<file path="src/rtl/div_issue.sv">
// Request front-end for an 8-bit sequential divider: queues tagged requests and runs one division at a time.
// Latency: an accepted request is popped one edge later when idle; a divide-by-zero answers on that edge,
//   otherwise START_HOLD+1 cycles of launch, then up to TIMEOUT cycles waiting for the divider.
// Backpressure: req_ready_o drops while the FIFO is full; the response is held stable until rsp_ready_i.
//
// Ports:
//   clock_i, reset_i                  clock and synchronous active-high reset
//   req_valid_i/req_ready_o, req_*_i  request channel {dividend, divisor, tag}
//   rsp_valid_o/rsp_ready_i, rsp_*_o  response channel {quotient, tag, error code}
//   div_a_o, div_b_o, div_start_o     operands and start pulse to the divider
//   div_q_i, div_complete_i           divider result and done flag
//   busy_o                            work in flight or queued
module div_issue #(
  parameter int DEPTH      = 2,
  parameter int TAG_W      = 4,
  parameter int START_HOLD = 2,
  parameter int TIMEOUT    = 20
) (
  input  logic             clock_i,
  input  logic             reset_i,
  input  logic             req_valid_i,
  output logic             req_ready_o,
  input  logic [7:0]       req_a_i,
  input  logic [7:0]       req_b_i,
  input  logic [TAG_W-1:0] req_tag_i,
  output logic             rsp_valid_o,
  input  logic             rsp_ready_i,
  output logic [7:0]       rsp_q_o,
  output logic [TAG_W-1:0] rsp_tag_o,
  output logic [1:0]       rsp_err_o,
  output logic [7:0]       div_a_o,
  output logic [7:0]       div_b_o,
  output logic             div_start_o,
  input  logic [7:0]       div_q_i,
  input  logic             div_complete_i,
  output logic             busy_o
);

  localparam int PW = (DEPTH > 1) ? $clog2(DEPTH) : 1;
  localparam int CW = $clog2(DEPTH + 1);
  localparam int HW = (START_HOLD > 1) ? $clog2(START_HOLD) : 1;
  localparam int TW = $clog2(TIMEOUT);

  localparam logic [HW-1:0] HOLD_LAST = HW'(START_HOLD - 1);
  localparam logic [TW-1:0] TO_LAST   = TW'(TIMEOUT - 1);
  localparam logic [CW-1:0] CNT_FULL  = CW'(DEPTH);

  localparam logic [1:0] ERR_OK   = 2'b00;
  localparam logic [1:0] ERR_DIV0 = 2'b01;
  localparam logic [1:0] ERR_TO   = 2'b10;

  typedef struct packed {
    logic [7:0]       a;
    logic [7:0]       b;
    logic [TAG_W-1:0] tag;
  } req_t;

  typedef enum logic [2:0] {IDLE, LAUNCH, ARM, WAIT, RESP} state_t;

  // ---------------- request FIFO ----------------
  req_t          mem_q [DEPTH];
  logic [PW-1:0] wr_ptr_q, wr_ptr_d;
  logic [PW-1:0] rd_ptr_q, rd_ptr_d;
  logic [CW-1:0] count_q, count_d;
  logic          push, pop;
  req_t          head;

  state_t        state_q;

  assign req_ready_o = (count_q != CNT_FULL);
  assign push        = req_valid_i && req_ready_o;
  // Entries leave the FIFO only while idle; an empty FIFO never bypasses.
  assign pop         = (state_q == IDLE) && (count_q != '0);
  assign head        = mem_q[rd_ptr_q];

  always_comb begin
    wr_ptr_d = wr_ptr_q + PW'(push);
    rd_ptr_d = rd_ptr_q + PW'(pop);
    count_d  = count_q + CW'(push) - CW'(pop);
  end

  always_ff @(posedge clock_i) begin
    if (reset_i) begin
      wr_ptr_q <= '0;
      rd_ptr_q <= '0;
      count_q  <= '0;
    end else begin
      wr_ptr_q <= wr_ptr_d;
      rd_ptr_q <= rd_ptr_d;
      count_q  <= count_d;
    end
  end

  always_ff @(posedge clock_i) begin
    if (push) mem_q[wr_ptr_q] <= '{a: req_a_i, b: req_b_i, tag: req_tag_i};
  end

  // ---------------- sequencing FSM ----------------
  logic [HW-1:0]    hold_q;
  logic [TW-1:0]    timer_q;
  logic             rsp_valid_q;
  logic [7:0]       rsp_q_q;
  logic [TAG_W-1:0] rsp_tag_q;
  logic [1:0]       rsp_err_q;
  logic [7:0]       div_a_q, div_b_q;
  logic             div_start_q;

  always_ff @(posedge clock_i) begin
    if (reset_i) begin
      state_q     <= IDLE;
      hold_q      <= '0;
      timer_q     <= '0;
      rsp_valid_q <= 1'b0;
      rsp_q_q     <= '0;
      rsp_tag_q   <= '0;
      rsp_err_q   <= ERR_OK;
      div_a_q     <= '0;
      div_b_q     <= '0;
      div_start_q <= 1'b0;
    end else begin
      case (state_q)
        IDLE: begin
          if (pop) begin
            rsp_tag_q <= head.tag;
            if (head.b == 8'd0) begin
              // Divide-by-zero never reaches the divider.
              rsp_q_q     <= 8'hFF;
              rsp_err_q   <= ERR_DIV0;
              rsp_valid_q <= 1'b1;
              state_q     <= RESP;
            end else begin
              div_a_q     <= head.a;
              div_b_q     <= head.b;
              div_start_q <= 1'b1;
              hold_q      <= '0;
              state_q     <= LAUNCH;
            end
          end
        end
        LAUNCH: begin
          if (hold_q == HOLD_LAST) begin
            div_start_q <= 1'b0;
            state_q     <= ARM;
          end else begin
            hold_q <= hold_q + 1'b1;
          end
        end
        ARM: begin
          // One low cycle so the divider sees a clean falling edge before we listen.
          timer_q <= '0;
          state_q <= WAIT;
        end
        WAIT: begin
          if (div_complete_i) begin
            rsp_q_q     <= div_q_i;
            rsp_err_q   <= ERR_OK;
            rsp_valid_q <= 1'b1;
            state_q     <= RESP;
          end else if (timer_q == TO_LAST) begin
            rsp_q_q     <= 8'd0;
            rsp_err_q   <= ERR_TO;
            rsp_valid_q <= 1'b1;
            state_q     <= RESP;
          end else begin
            timer_q <= timer_q + 1'b1;
          end
        end
        RESP: begin
          if (rsp_ready_i) begin
            rsp_valid_q <= 1'b0;
            state_q     <= IDLE;
          end
        end
        default: state_q <= IDLE;
      endcase
    end
  end

  assign rsp_valid_o = rsp_valid_q;
  assign rsp_q_o     = rsp_q_q;
  assign rsp_tag_o   = rsp_tag_q;
  assign rsp_err_o   = rsp_err_q;
  assign div_a_o     = div_a_q;
  assign div_b_o     = div_b_q;
  assign div_start_o = div_start_q;
  assign busy_o      = (state_q != IDLE) || (count_q != '0);

endmodule

</file>
<file path="config.mk">
export PLATFORM = sky130hd
export DESIGN_NAME = div_issue
export DESIGN_NICKNAME = d
export VERILOG_FILES = /design/src/rtl/div_issue.sv
export SDC_FILE = /design/constraint.sdc
export NUM_CORES = 1
export LEC_CHECK = 0
export ABC_CLOCK_PERIOD_IN_PS = 2550
export BUFFER_PORTS_ARGS = -buffer_cell sky130_fd_sc_hd__buf_2
export CORE_MARGIN = 5
export CORE_UTILIZATION = 25
export CTS_BUF_LIST = sky130_fd_sc_hd__clkbuf_2 sky130_fd_sc_hd__clkbuf_4 sky130_fd_sc_hd__clkbuf_8
export DETAILED_ROUTE_END_ITERATION = 6
export PLACE_DENSITY = 0.45
export SYNTH_ARGS = -nofsm -noshare
export SYNTH_HDL_FRONTEND = slang
export SYNTH_SLANG_ARGS = --single-unit
</file>
<file path="constraint.sdc">
create_clock -name clock_i -period 2.55 [get_ports clock_i]
set_clock_uncertainty 0.05 [all_clocks]
set_input_delay 0.3825 -clock clock_i [delete_from_list [all_inputs] [get_ports clock_i]]
set_output_delay 0.3825 -clock clock_i [all_outputs]
set_load 0.05 [all_outputs]
</file>
==> flow_summary.yaml <==
floorplanning:
  core_um2: 14400
  dieArea_um2: 17100
  start_util: 0.252
  fp.dieH_um: 131
  die_w_um: 131
  io_pins: 67
  num_rows: 44
clock_network:
  h-tree-depth: 3
  cts_buffers: 9
  clk_pin_slew_worst_paths_ps: 80
  clock_sinks: 85
  cts_tree: "built"
  clk_root_buffer_cell: "clkbuf_8"
  clk_latency_ps: 370
  clockBufferDepth: 2
  cts_hold_buffers: 0
placement:
  portBuffers: 66
  dpl_cell_area_um2: 4180
  gp_congestion: 0.707
  dp_hpwl_mm: 5.65
drt:
  drt_iter0_drc: 118
  viasPerCell: 4.42
  firstDrtPassIters: 4
  drt.antenna.violating_nets: 0
  routed_wl_mm: 7.99
  via_count: 2503
  route.detailed.drc: 0
  wl_per_cell_um: 14.1
cells_and_area:
  final_area_um2: 4370
  fillers: 1510
  drive_gt1_frac: 0.306
  fin_nets: 415
  area_growth_syn_to_layout_pct: 20.2
  antenna_cells: 0
critical_path:
  worstReg2RegEnd: "count_q[1]"
  reg2reg_depth: 8
  end_kind: "primary output"
  crit_start: "state_q[2]"
  reg2reg_from: "state_q[2]"
  critPathLaunchType: "register"
  crit_end: "busy_o"
  critPathKind: "register to primary output"
  r2r_slack_ps: 340
  cpPeakStageDelay_ps: 470
  cp.arrival_ps: 1830
  slowest_stage: "or3_1"
  cp_max_fo: 10
  crit_path_cell_trace: "or3_1 -> nor3_2 -> inv_1 -> buf_2"
  cp.required_ps: 2120
timing:
  hold_violations: 0
  rsz0062_at_grt: "false"
  setup_viol: 0
  tightest_slew_ps: 1070
  max-slew-margin-rel: 0.290
  final.period_utilization: 0.887
  drv_slew: 0
  fin_crit_ps: 2260
  fmax_ghz: 0.442
  fin_setup_tns_ps: 0
yosys:
  syn_area_um2: 3640
  post_synth_num_cell_types: 49
  synthTopCellsByArea: "edfxtp_1, dfxtp_1, mux2i_1"
  ys_seq_area_frac: 0.578
  synth-main-ff-cell: "dfxtp_1"
  syn_avg_cell_area_um2: 11.8
  syn_nets: 346
  synth_area_leader_cell: "edfxtp_1"
  synth_top_cell_area_share: 0.330
  ys_ff_latch: 85
  async_flop_share: 0
  synthCells: 308
  ys_warn_count: 0
  synth_edf_count: 40
global_route:
  grt_start_max_net_pins: 60
  overflow: 0
  grt_pass1_wl_mm: 12.5
  grt.total_usage: 0.0975
  antenna_found_initial: 0
  grt_pass1_vias: 2397
power_and_ir_drop:
  power_density_nw_per_um2: 1040
  p_leak_nw: 1.69
  irDropWorstVdd_uv: 431
flow_run:
  maxCapViolations: 0
min_path:
  hp-class: "input pin to register"
  hold_start: "req_b_i[0]"
outcome:
  run_status: "finished, final reports clean"
## cells in the mapped netlist (2+ instances only)
cell and instances:
or3_1 3, a21oi_1 16, edfxtp_1 40, nand3b_1 2
nor3_1 5, a31oi_1 2, mux2_4 9, xnor2_1 2
nor2b_1 19, clkbuf_1 12, nand2_1 9, a21boi_0 3
nand2b_1 11, or2_2 2, o31ai_1 3, a211oi_1 4
o21ai_0 6, dfxtp_1 45, inv_1 13, mux2i_1 21
mux2_2 7, nand3_1 5, or4_1 2, buf_1 2
nor2_1 29, ha_1 5, a311oi_1 9
## placed cells by master (no fill, tap or decap), types with 5 or more instances in the layout
cell type / instances
o21ai_0: 6
mux2i_1: 21
nand2b_1: 11
nand2_1: 9
a21oi_1: 16
mux2_2: 7
nor2_1: 29
dfxtp_1: 44
a311oi_1: 9
buf_4: 9
clkbuf_8: 9
inv_1: 13
edfxtp_1: 40
buf_2: 66
ha_1: 5
nor2b_1: 19
nand3_1: 5
mux2_4: 9
## layout make-up
cell class                      instances  area (um2)  area share
Multi-Input combinational cell        193        1400       0.321
Tap cell                              184         230      0.0527
Clock inverter                          5        51.3      0.0117
Inverter                               13        48.8      0.0112
Timing Repair Buffer                   75         398      0.0910
Clock buffer                           11         139      0.0318
Sequential cell                        85        2100       0.481
## sequential cells by signal (all words and copies together), names as in the netlist
signal	count
mem_q	40
div_a_o	8
div_b_o	8
rsp_q_o	8
timer_q	5
rsp_tag_o	4
state_q	3
count_q	2
rsp_err_o	2
div_start_o	1
hold_q	1
rd_ptr_q	1
rsp_valid_o	1
wr_ptr_q	1
## kinds of logic after synthesis
kind of cell             synth area share
AO/OA/AOI/OAI                       0.102
AND/OR/NAND/NOR                     0.141
adder cells (fa/ha/maj)            0.0172
XOR/XNOR                          0.00723
multiplexers                        0.117
flip-flops                          0.578
buffers and inverters              0.0379
## critical path: cells and delay by family (launching register included)
| kind | cells | cell delay [ps] |
|---|---|---|
| flops | 1 | 400 |
| simple gates | 2 | 720 |
| buf+inv | 2 | 350 |
## worst min path at each step
| stage | end | slack (ps) | cells past startpoint |
|---|---|---|---|
| final | mem_q[0][4] | 150 | 1 |
| after global routing | mem_q[0][15] | 120 | 1 |
| after CTS | mem_q[1][15] | 120 | 1 |
| after detailed placement | rsp_valid_o | 410 | 2 |
| after global placement | rsp_valid_o | 400 | 2 |
| after floorplan | timer_q[4] | 410 | 2 |
## layer usage
layer | vias to the layer above | part of all wire | GRT usage
li1 | 1247 | - | -
met3 | 10 | 0.031 | 0.0236
met5 | - | 0 | 0
met2 | 41 | 0.51 | 0.157
met4 | 0 | 0.022 | 0.0635
met1 | 1205 | 0.44 | 0.116
## power by group
group	leakage, nW	internal, mW	switching, mW
clock	0.0976	0.468	0.470
combinational	0.851	0.623	1.14
sequential	0.741	1.71	0.155
## per-stage QoR
step                      power (mW)  std cells  hold slack (ps)  utilization  worst slack [ps]
after detailed placement        3.69        550              408        0.290               341
after CTS                       4.66        566              118        0.303               116
after floorplan                 3.26        308              406            -               301
after global placement          3.67        550              395        0.290               429
after global routing            4.84        566              120        0.303               147
final                           4.56        566              155        0.303               287
## repair_timing
| action | 4_1_cts | 5_1_grt |
|---|---|---|
| resized for setup | 0 | 1 |
| endpoints found under the hold margin | 0 | 0 |
| setup endpoints to repair | 0 | 1 |
| buffers inserted | 0 | 0 |
Power figures use the tool's default switching activity.
